### src/rtl/byte_load_store_unit.sv
// Byte load/store unit: one LB/SB access per start on a word-wide req/ack bus.
// Optional bus timeout abort is compiled in with `define LSU_TIMEOUT_EN.
module byte_load_store_unit #(
    parameter int unsigned TIMEOUT_CYCLES = 16
) (
    input  logic        clk,
    input  logic        rst_n,
    input  logic        start,
    input  logic        mem_read,
    input  logic        mem_write,
    input  logic [31:0] addr,
    input  logic [31:0] wdata,
    output logic        busy,
    output logic        done,
    output logic        err,
    output logic [31:0] rdata,
    output logic        bus_req,
    output logic        bus_we,
    output logic [31:0] bus_addr,
    output logic [31:0] bus_wdata,
    output logic [3:0]  bus_wstrb,
    input  logic        bus_ack,
    input  logic [31:0] bus_rdata
);

    typedef enum logic [1:0] {
        IDLE,
        REQ,
        DONE
    } state_t;

    localparam logic [7:0] TMO_LAST = 8'(TIMEOUT_CYCLES - 1);

    state_t     state;
    state_t     state_nxt;
    logic [1:0] byte_sel;
    logic [7:0] sel_byte;
    logic       timeout_hit;
    logic       access_req;

    assign access_req = mem_read | mem_write;
    assign sel_byte   = bus_rdata[8*byte_sel +: 8];

    // Status outputs are pure decodes of the state register, so reset clears them.
    assign busy    = (state == REQ);
    assign bus_req = (state == REQ);
    assign done    = (state == DONE);

`ifdef LSU_TIMEOUT_EN
    logic [7:0] tmo_cnt;
    logic       err_q;

    assign timeout_hit = (state == REQ) && !bus_ack && (tmo_cnt == TMO_LAST);
    assign err         = err_q;

    // Held at zero outside REQ, so every entry into REQ starts a fresh count.
    always_ff @(posedge clk) begin
        if (!rst_n) begin
            tmo_cnt <= 8'd0;
            err_q   <= 1'b0;
        end else begin
            if (state == REQ && !bus_ack)
                tmo_cnt <= tmo_cnt + 8'd1;
            else
                tmo_cnt <= 8'd0;

            if (state == IDLE && start)
                err_q <= 1'b0;
            else if (state == REQ)
                err_q <= timeout_hit;
        end
    end
`else
    logic unused_cfg;

    assign timeout_hit = 1'b0;
    assign err         = 1'b0;
    assign unused_cfg  = ^TMO_LAST;
`endif

    logic unused_wdata;
    assign unused_wdata = ^wdata[31:8];

    always_ff @(posedge clk) begin
        // NOTE: sequential state uses non-blocking assignments so every register
        // samples pre-edge values, independent of statement order.
        if (!rst_n)
            state <= IDLE;
        else
            state <= state_nxt;
    end

    always_comb begin
        // NOTE: default assigned first so no path through the case leaves
        // state_nxt unassigned, which would infer a latch.
        state_nxt = state;
        unique case (state)
            IDLE: begin
                if (start)
                    state_nxt = access_req ? REQ : DONE;
            end
            REQ: begin
                if (bus_ack || timeout_hit)
                    state_nxt = DONE;
            end
            DONE:    state_nxt = IDLE;
            default: state_nxt = IDLE;
        endcase
    end

    always_ff @(posedge clk) begin
        if (!rst_n) begin
            bus_we    <= 1'b0;
            bus_addr  <= 32'd0;
            bus_wdata <= 32'd0;
            bus_wstrb <= 4'd0;
            byte_sel  <= 2'd0;
            rdata     <= 32'd0;
        end else begin
            case (state)
                IDLE: begin
                    if (start && access_req) begin
                        bus_we    <= mem_write;
                        bus_addr  <= {addr[31:2], 2'b00};
                        bus_wdata <= {4{wdata[7:0]}};
                        bus_wstrb <= mem_write ? (4'b0001 << addr[1:0]) : 4'b0000;
                        byte_sel  <= addr[1:0];
                    end
                end
                REQ: begin
                    if (bus_ack && !bus_we)
                        rdata <= {{24{sel_byte[7]}}, sel_byte};
                end
                default: ;
            endcase
        end
    end

endmodule

### config.mk
export PLATFORM = sky130hd
export DESIGN_NAME = byte_load_store_unit
export DESIGN_NICKNAME = d
export VERILOG_FILES = /design/src/rtl/byte_load_store_unit.sv
export SDC_FILE = /design/constraint.sdc
export NUM_CORES = 1
export LEC_CHECK = 0
export BUFFER_PORTS_ARGS = -buffer_cell sky130_fd_sc_hd__buf_2
export CORE_ASPECT_RATIO = 1.2
export CORE_MARGIN = 2
export CORE_UTILIZATION = 42
export CTS_BUF_LIST = sky130_fd_sc_hd__clkbuf_8
export DETAILED_ROUTE_END_ITERATION = 6
export GPL_TIMING_DRIVEN = 0
export PLACE_DENSITY_LB_ADDON = 0.12
export SLEW_MARGIN = 20
export SYNTH_ARGS = -nofsm -noshare
export SYNTH_HDL_FRONTEND = slang
export SYNTH_SLANG_ARGS = --single-unit
### constraint.sdc
create_clock -name clk -period 1.8 [get_ports clk]
set_clock_uncertainty 0.1 [all_clocks]
set_input_delay 0.36 -clock clk [delete_from_list [all_inputs] [get_ports clk]]
set_output_delay 0.36 -clock clk [all_outputs]
set_load 0.01 [all_outputs]
==> metrics, run 1 <==
post-placement setup slack=-0.106 ns; Routed wire per std cell=13.3 um; Crit. End Element=flop; drt via density=4.85; vias in the first global route=2,605; min-delay src=wdata[6]; Mapped Area=0.00276 mm^2; critical path's largest stage delay=0.48 ns; Cell Rows=32; post-layout power=2640 uW; placed wire-length estimate=5920 um; number of cells on the worst hold path=3; H-tree depth=2; Antenna Cells=0; synthesis-stage register bit count=55; Overflow after GRT=0; Warnings, synthesis=0; Post-Synthesis Cells=301; max-slew violations=0; worst-path fanout max=10; # IOs=207; number of fill cells in the layout=618; WP data required=1.95 ns; Final Hold Vio Count=0; synthesis-to-finish area growth=40.6%; vias post-DR=2,787; 1st-pass router iterations=4; Die Width=78.0 um; Data arrival, critical path=1.86 ns; drt first-iter violations=72; share of layout cells above drive strength 1=53.3%; Final Cycle Share=95.3%; relative slew slack=60.5%; Placer Congestion=0.772; Tot GR Track Use=20.2%; clk sink count=55; Nets=591; CTS clk-pin slew, worst paths=0.10 ns; core area=0.00641 mm^2; Seq/Total Area, Yosys=39.9%; placed cell areas=0.00377 mm^2; Setup WS post-layout=0.0854 ns; CTS buffer count=5; Unique masters post-synth=29; Hold WS=0.195 ns; minimum clock period=1.71 ns; crit path max-delay cell type=or4b_1; status=complete, no violations; Post-CTS Setup Inserts=0; Core Util, Final=60.5%; WL final=7620 um; chip height=92.7 um; RR Startpoint=state[1]$_SDFFE_PN0P_; leakage power=0.00198 uW; final setup fails=0; Worst Setup Start Kind=flop; largest net degree at the start of global routing=27; crit-path cells=or3b_1, buf_2, or4b_1, a21boi_1; RSZ-0062 raised after global routing=false; CTS tree=done; Hold/Removal Path Class=in2reg; Routed Antenna Nets=0; DRC=0; Hold Buf Count CTS=0; family with the most delay on the worst path=simple AND/OR/NAND/NOR gates; critical path class=reg2reg; Avg Inst Size Synth=9.16 um^2; peak supply drop=504 uV; worst skew pair latency=0.31 ns; Initial Util=43.0%; worst reg-to-reg setup slack=0.09 ns; Buf+Inv Stages, Crit Path=1; pin slew with the least headroom to its limit=0.590 ns; first-pass GRT wire length=12,000 um; hold path endpoint=bus_wdata[30]$_SDFFE_PN0P_; Max Clock Freq=0.583 GHz; reg-to-reg endpoint=bus_wstrb[0]$_SDFFE_PN0P_; final instance area=0.00387 mm^2; die area=0.00723 mm^2; PwrDens=683 mW/mm^2; Buffers on Ports=179; max-cap viol count=0; R2R cell count=4; clock tree root driver cell=clkbuf_8; initial antenna violation count=0; CTS Buffer Depth=2
==> worst register-to-register path, stage by stage, from the launching register on <==
cell and delay, ns:
dfxtp_1 0.40, or3b_1 0.36, buf_2 0.18, or4b_1 0.48
a21boi_1 0.14
==> how the worst max path moves through the flow <==
stage	to	cells past startpoint	slack, ns	start
after CTS	busy	3	0.04	state[0]$_SDFFE_PN0P_
after detailed placement	bus_addr[22]$_SDFFE_PN0P_	5	-0.11	start
after global placement	bus_addr[9]$_SDFFE_PN0P_	5	-0.07	start
final	bus_wstrb[0]$_SDFFE_PN0P_	4	0.09	state[1]$_SDFFE_PN0P_
after floorplan	bus_wstrb[0]$_SDFFE_PN0P_	4	0.21	state[0]$_SDFFE_PN0P_
after global routing	bus_addr[12]$_SDFFE_PN0P_	5	0.005	state[1]$_SDFFE_PN0P_
==> layer usage <==
layer	up-vias	global-route usage [%]	routed length [um]
li1	1388	-	-
met4	0	5.85	101
met3	10	6.04	635
met5	-	0	0
met2	111	35.2	3710
met1	1278	23.9	3170
==> cell families (layout without fill, tap and decap cells) <==
group | Yosys count | count (layout) | synth area share (%)
other | 1 | 3 | 0.136
AO/OA/AOI/OAI | 100 | 100 | 23.4
multiplexers | 8 | 8 | 6.54
AND/OR/NAND/NOR | 57 | 57 | 11.9
flip-flops | 55 | 55 | 39.9
buffers and inverters | 80 | 267 | 18.1
==> repair_timing <==
item | CTS | global route
resized for setup | 3 | 18
hold endpoints to repair | 0 | 0
endpoints found under the setup margin | 58 | 39
==> state kept, by name, summed over array words and instances (netlist names) <==
signal and count:
bus_wstrb 4, rdata 8, state 2, bus_addr 30, bus_we 1, byte_sel 2
bus_wdata 8
==> per-stage QoR <==
stage | cells | TNS [ns]
floorplan | 303 | 0
global placement | 567 | -1.71
detailed placement | 567 | -2.57
CTS | 575 | 0
global route | 575 | 0
finish | 575 | 0
==> synthesized netlist by cell type <==
library cell,number,share of area [%]
a21boi_0,40,11
a21boi_1,5,1.4
a21oi_1,1,0.18
a22o_1,8,2.5
a22oi_1,1,0.27
and2_1,1,0.23
and2b_1,1,0.27
buf_1,1,0.14
buf_2,2,0.36
buf_4,52,14
clkbuf_1,24,3.3
conb_1,1,0.14
dfxtp_1,55,40
inv_1,1,0.14
mux4_2,8,6.5
nand2_1,1,0.14
nand3_1,40,7.3
nand4_1,1,0.23
nand4b_1,2,0.64
nor2_1,1,0.14
nor2b_1,3,0.68
nor3b_1,1,0.27
nor3b_2,1,0.45
nor4b_1,1,0.32
nor4bb_1,1,0.36
o21ai_0,45,8.2
or2_2,1,0.23
or3b_1,1,0.32
or4b_1,1,0.36
==> final cells by class <==
type / count / area, um^2 / share of cell area (%)
inverter: 1 / 3.75 / 0.0969
multi-input combinational: 168 / 1170 / 30.3
timing repair buffer: 179 / 896 / 23.1
clock buffer: 5 / 68.8 / 1.78
clock inverter: 3 / 20.0 / 0.517
tap: 85 / 106 / 2.74
sequential: 55 / 1100 / 28.5
buffer: 79 / 503 / 13.0
==> report_power, final <==
group | switching [uW] | total, uW | internal, uW
Clock | 408 | 679 | 272
Combinational | 312 | 633 | 321
Sequential | 46.7 | 1330 | 1290
==> placed cells by master (no fill, tap or decap), types with 3 or more instances in the layout <==
master,n
dfxtp_1,53
buf_4,52
a21boi_0,40
a22o_1,8
o21ai_0,42
mux4_2,8
o21ai_1,3
clkbuf_2,7
nand3_1,40
buf_2,181
conb_1,3
a21boi_1,5
clkbuf_1,17
clkbuf_8,5
Power figures use the tool's default switching activity.
==> inputs of run 2 (changes only) <==
==> constraint.sdc (replaced) <==
create_clock -name clk -period 1.8 [get_ports clk]
set_clock_uncertainty 0.1 [all_clocks]
set_input_delay 0.36 -clock clk [delete_from_list [all_inputs] [get_ports clk]]
set_output_delay 0.36 -clock clk [all_outputs]
set_load 0.02 [all_outputs]
==> run 2 against run 1 <==
Net effect: non-clock buffer count did not move; flip-flop and latch count unchanged; sequential power barely moved; clock-buffer cell count unchanged; worst setup slack hardly changed; utilization about the same; highest routed layer unchanged; combinational power is 15% higher; final area barely moved; global-route usage did not move; clock power is essentially flat.
==> metrics, run 2 (synthesis gave the netlist of run 1 again) <==
status=complete, no violations (unchanged); Tot GR Track Use=20.2% (unchanged); final setup fails=0 (unchanged); crit-path cells=or3b_1, buf_2, or4b_1, a21boi_1 (unchanged); WL final=7620 um (about the same); clock tree root driver cell=clkbuf_8 (unchanged); NetSw=860 uW (was 766 uW); leakage power=0.00198 uW (about the same); CTS clk-pin slew, worst paths=0.10 ns (about the same); max reg flops=30 (unchanged); post-layout power=2740 uW (was 2640 uW); register share of total power=48.6% (was 50.4%); Hold Buf Count CTS=0 (unchanged); peak supply drop=512 uV (was 504 uV); share of layout cells above drive strength 1=53.1% (was 53.3%); Max Clock Freq=0.583 GHz (about the same); critical path's largest stage delay=0.48 ns (about the same); WP data required=1.95 ns (about the same); 1st-pass router iterations=6 (was 4); Most flops, register=bus_addr (unchanged); Setup WS post-layout=0.0857 ns (was 0.0854 ns); Cells after DPL=567 (unchanged); Die Width=78.0 um (unchanged); worst-path fanout max=10 (unchanged); # IOs=207 (unchanged); min-delay src=wdata[6] (unchanged); Buffers on Ports=179 (unchanged); first-pass GRT wire length=12,000 um (unchanged); Post-CTS Setup Inserts=0 (unchanged); pin slew with the least headroom to its limit=0.587 ns (was 0.590 ns); number of cells on the worst hold path=3 (unchanged); chip height=92.7 um (unchanged); most frequent cells in the layout=buf_2, dfxtp_1, buf_4 (unchanged); Final Hold Vio Count=0 (unchanged); post-placement setup slack=-0.106 ns (unchanged); max-slew violations=0 (unchanged); post-CTS resize count=3 (unchanged); drt first-iter violations=72 (unchanged); Buf+Inv Stages, Crit Path=1 (unchanged); Int Pwr=1880 uW (about the same); worst reg-to-reg setup slack=0.09 ns (about the same); Worst Setup Start Kind=flop (unchanged); number of fill cells in the layout=617 (was 618); RSZ-0062 raised after global routing=true (was false); Clk pwr share=24.8% (was 25.7%); Overflow after GRT=0 (unchanged); PwrDens=706 mW/mm^2 (was 683 mW/mm^2); Routed wire per std cell=13.2 um (was 13.3 um); Routed Antenna Nets=0 (unchanged); placed wire-length estimate=5920 um (unchanged); initial antenna violation count=0 (unchanged); R2R cell count=4 (unchanged); Hold/Removal Path Class=in2reg (unchanged); RR Startpoint=state[1]$_SDFFE_PN0P_ (unchanged); die area=0.00723 mm^2 (unchanged); Sw Ratio=31.4% (was 29.0%); Initial Util=43.0% (unchanged); reg-to-reg endpoint=bus_wstrb[0]$_SDFFE_PN0P_ (unchanged); drt via density=4.86 (was 4.85); Final Cycle Share=95.2% (was 95.3%); Crit. End Element=flop (unchanged); CTS Buffer Depth=2 (unchanged); Cell Rows=32 (unchanged); most common cell after layout, fill and taps aside=buf_2 (unchanged); Antenna Cells=0 (unchanged); core area=0.00641 mm^2 (unchanged); H-tree depth=2 (unchanged); family with the most delay on the worst path=simple AND/OR/NAND/NOR gates (unchanged); CTS buffer count=5 (unchanged); Placer Congestion=0.772 (unchanged); worst skew pair latency=0.31 ns (about the same); CTS tree=done (unchanged); max-cap viol count=0 (unchanged); synthesis-to-finish area growth=40.6% (about the same); vias post-DR=2,792 (was 2,787); vias in the first global route=2,605 (unchanged); crit path max-delay cell type=or4b_1 (unchanged); minimum clock period=1.71 ns (about the same); Top Registers=bus_addr: 30 flops, bus_wdata: 8 flops, rdata: 8 flops (unchanged); Comb pwr share=26.5% (was 23.9%); relative slew slack=60.7% (was 60.5%); Data arrival, critical path=1.86 ns (about the same); largest net degree at the start of global routing=27 (unchanged); critical path class=reg2reg (unchanged); clk sink count=55 (unchanged); DRC=0 (unchanged); Nets=591 (unchanged); Post-Layout Cell Count=575 (unchanged); hold path endpoint=bus_wdata[30]$_SDFFE_PN0P_ (unchanged)
## run 2: cell counts in the layout (fill, tap and decap cells not counted)
Identical to the previous run, type by type.
## run 2: worst min-delay path, delay by kind of cell
kind	cells	cell delay (ns)
compound gates	1	0.05
buf+inv	1	0.10
simple gates	1	0.05
## run 2: how the worst max path moves through the flow
stage	cells past startpoint	slack, ns	end	start
global route	5	-0.001	bus_wdata[26]$_SDFFE_PN0P_	state[1]$_SDFFE_PN0P_
floorplan	4	0.21	bus_wstrb[0]$_SDFFE_PN0P_	state[0]$_SDFFE_PN0P_
detailed placement	5	-0.11	bus_addr[22]$_SDFFE_PN0P_	start
CTS	3	0.009	busy	state[0]$_SDFFE_PN0P_
finish	4	0.09	bus_wstrb[0]$_SDFFE_PN0P_	state[1]$_SDFFE_PN0P_
global placement	5	-0.07	bus_addr[9]$_SDFFE_PN0P_	start
## run 2: power by group through the flow
stage | clock (uW) | combinational (uW) | sequential [uW]
5_1_grt | 749 | 787 | 1340
3_5_place_dp | 0 | 724 | 1360
2_1_floorplan | 0 | 378 | 1430
6_report | 680 | 726 | 1330
4_1_cts | 704 | 727 | 1330
3_3_place_gp | 0 | 716 | 1360
## run 2: layer usage
layer	GRT usage, %	vias up	wire (um)
met2	35.2	120	3720
met4	5.85	0	101
met3	6.04	10	654
met5	0	-	0
li1	-	1385	-
met1	23.9	1277	3150
## run 2: area by class of cell
type | count | area (um^2) | share of cell area (%)
clock buffer | 5 | 68.8 | 1.78
multi-input combinational | 168 | 1170 | 30.3
sequential | 55 | 1110 | 28.5
buffer | 79 | 502 | 12.9
tap | 85 | 106 | 2.74
timing repair buffer | 179 | 896 | 23.1
inverter | 1 | 3.75 | 0.0968
clock inverter | 3 | 20.0 | 0.516
## run 2: metrics by stage
step	util (%)	setup TNS, ns	hold WS [ns]	cell area (um^2)
after global placement	58.8	-1.71	0.357	3770
after detailed placement	58.8	-2.57	0.361	3770
after CTS	60.3	0	0.190	3860
final	60.5	0	0.193	3880
after floorplan	-	0	0.392	2760
after global routing	60.5	-0.00122	0.190	3880
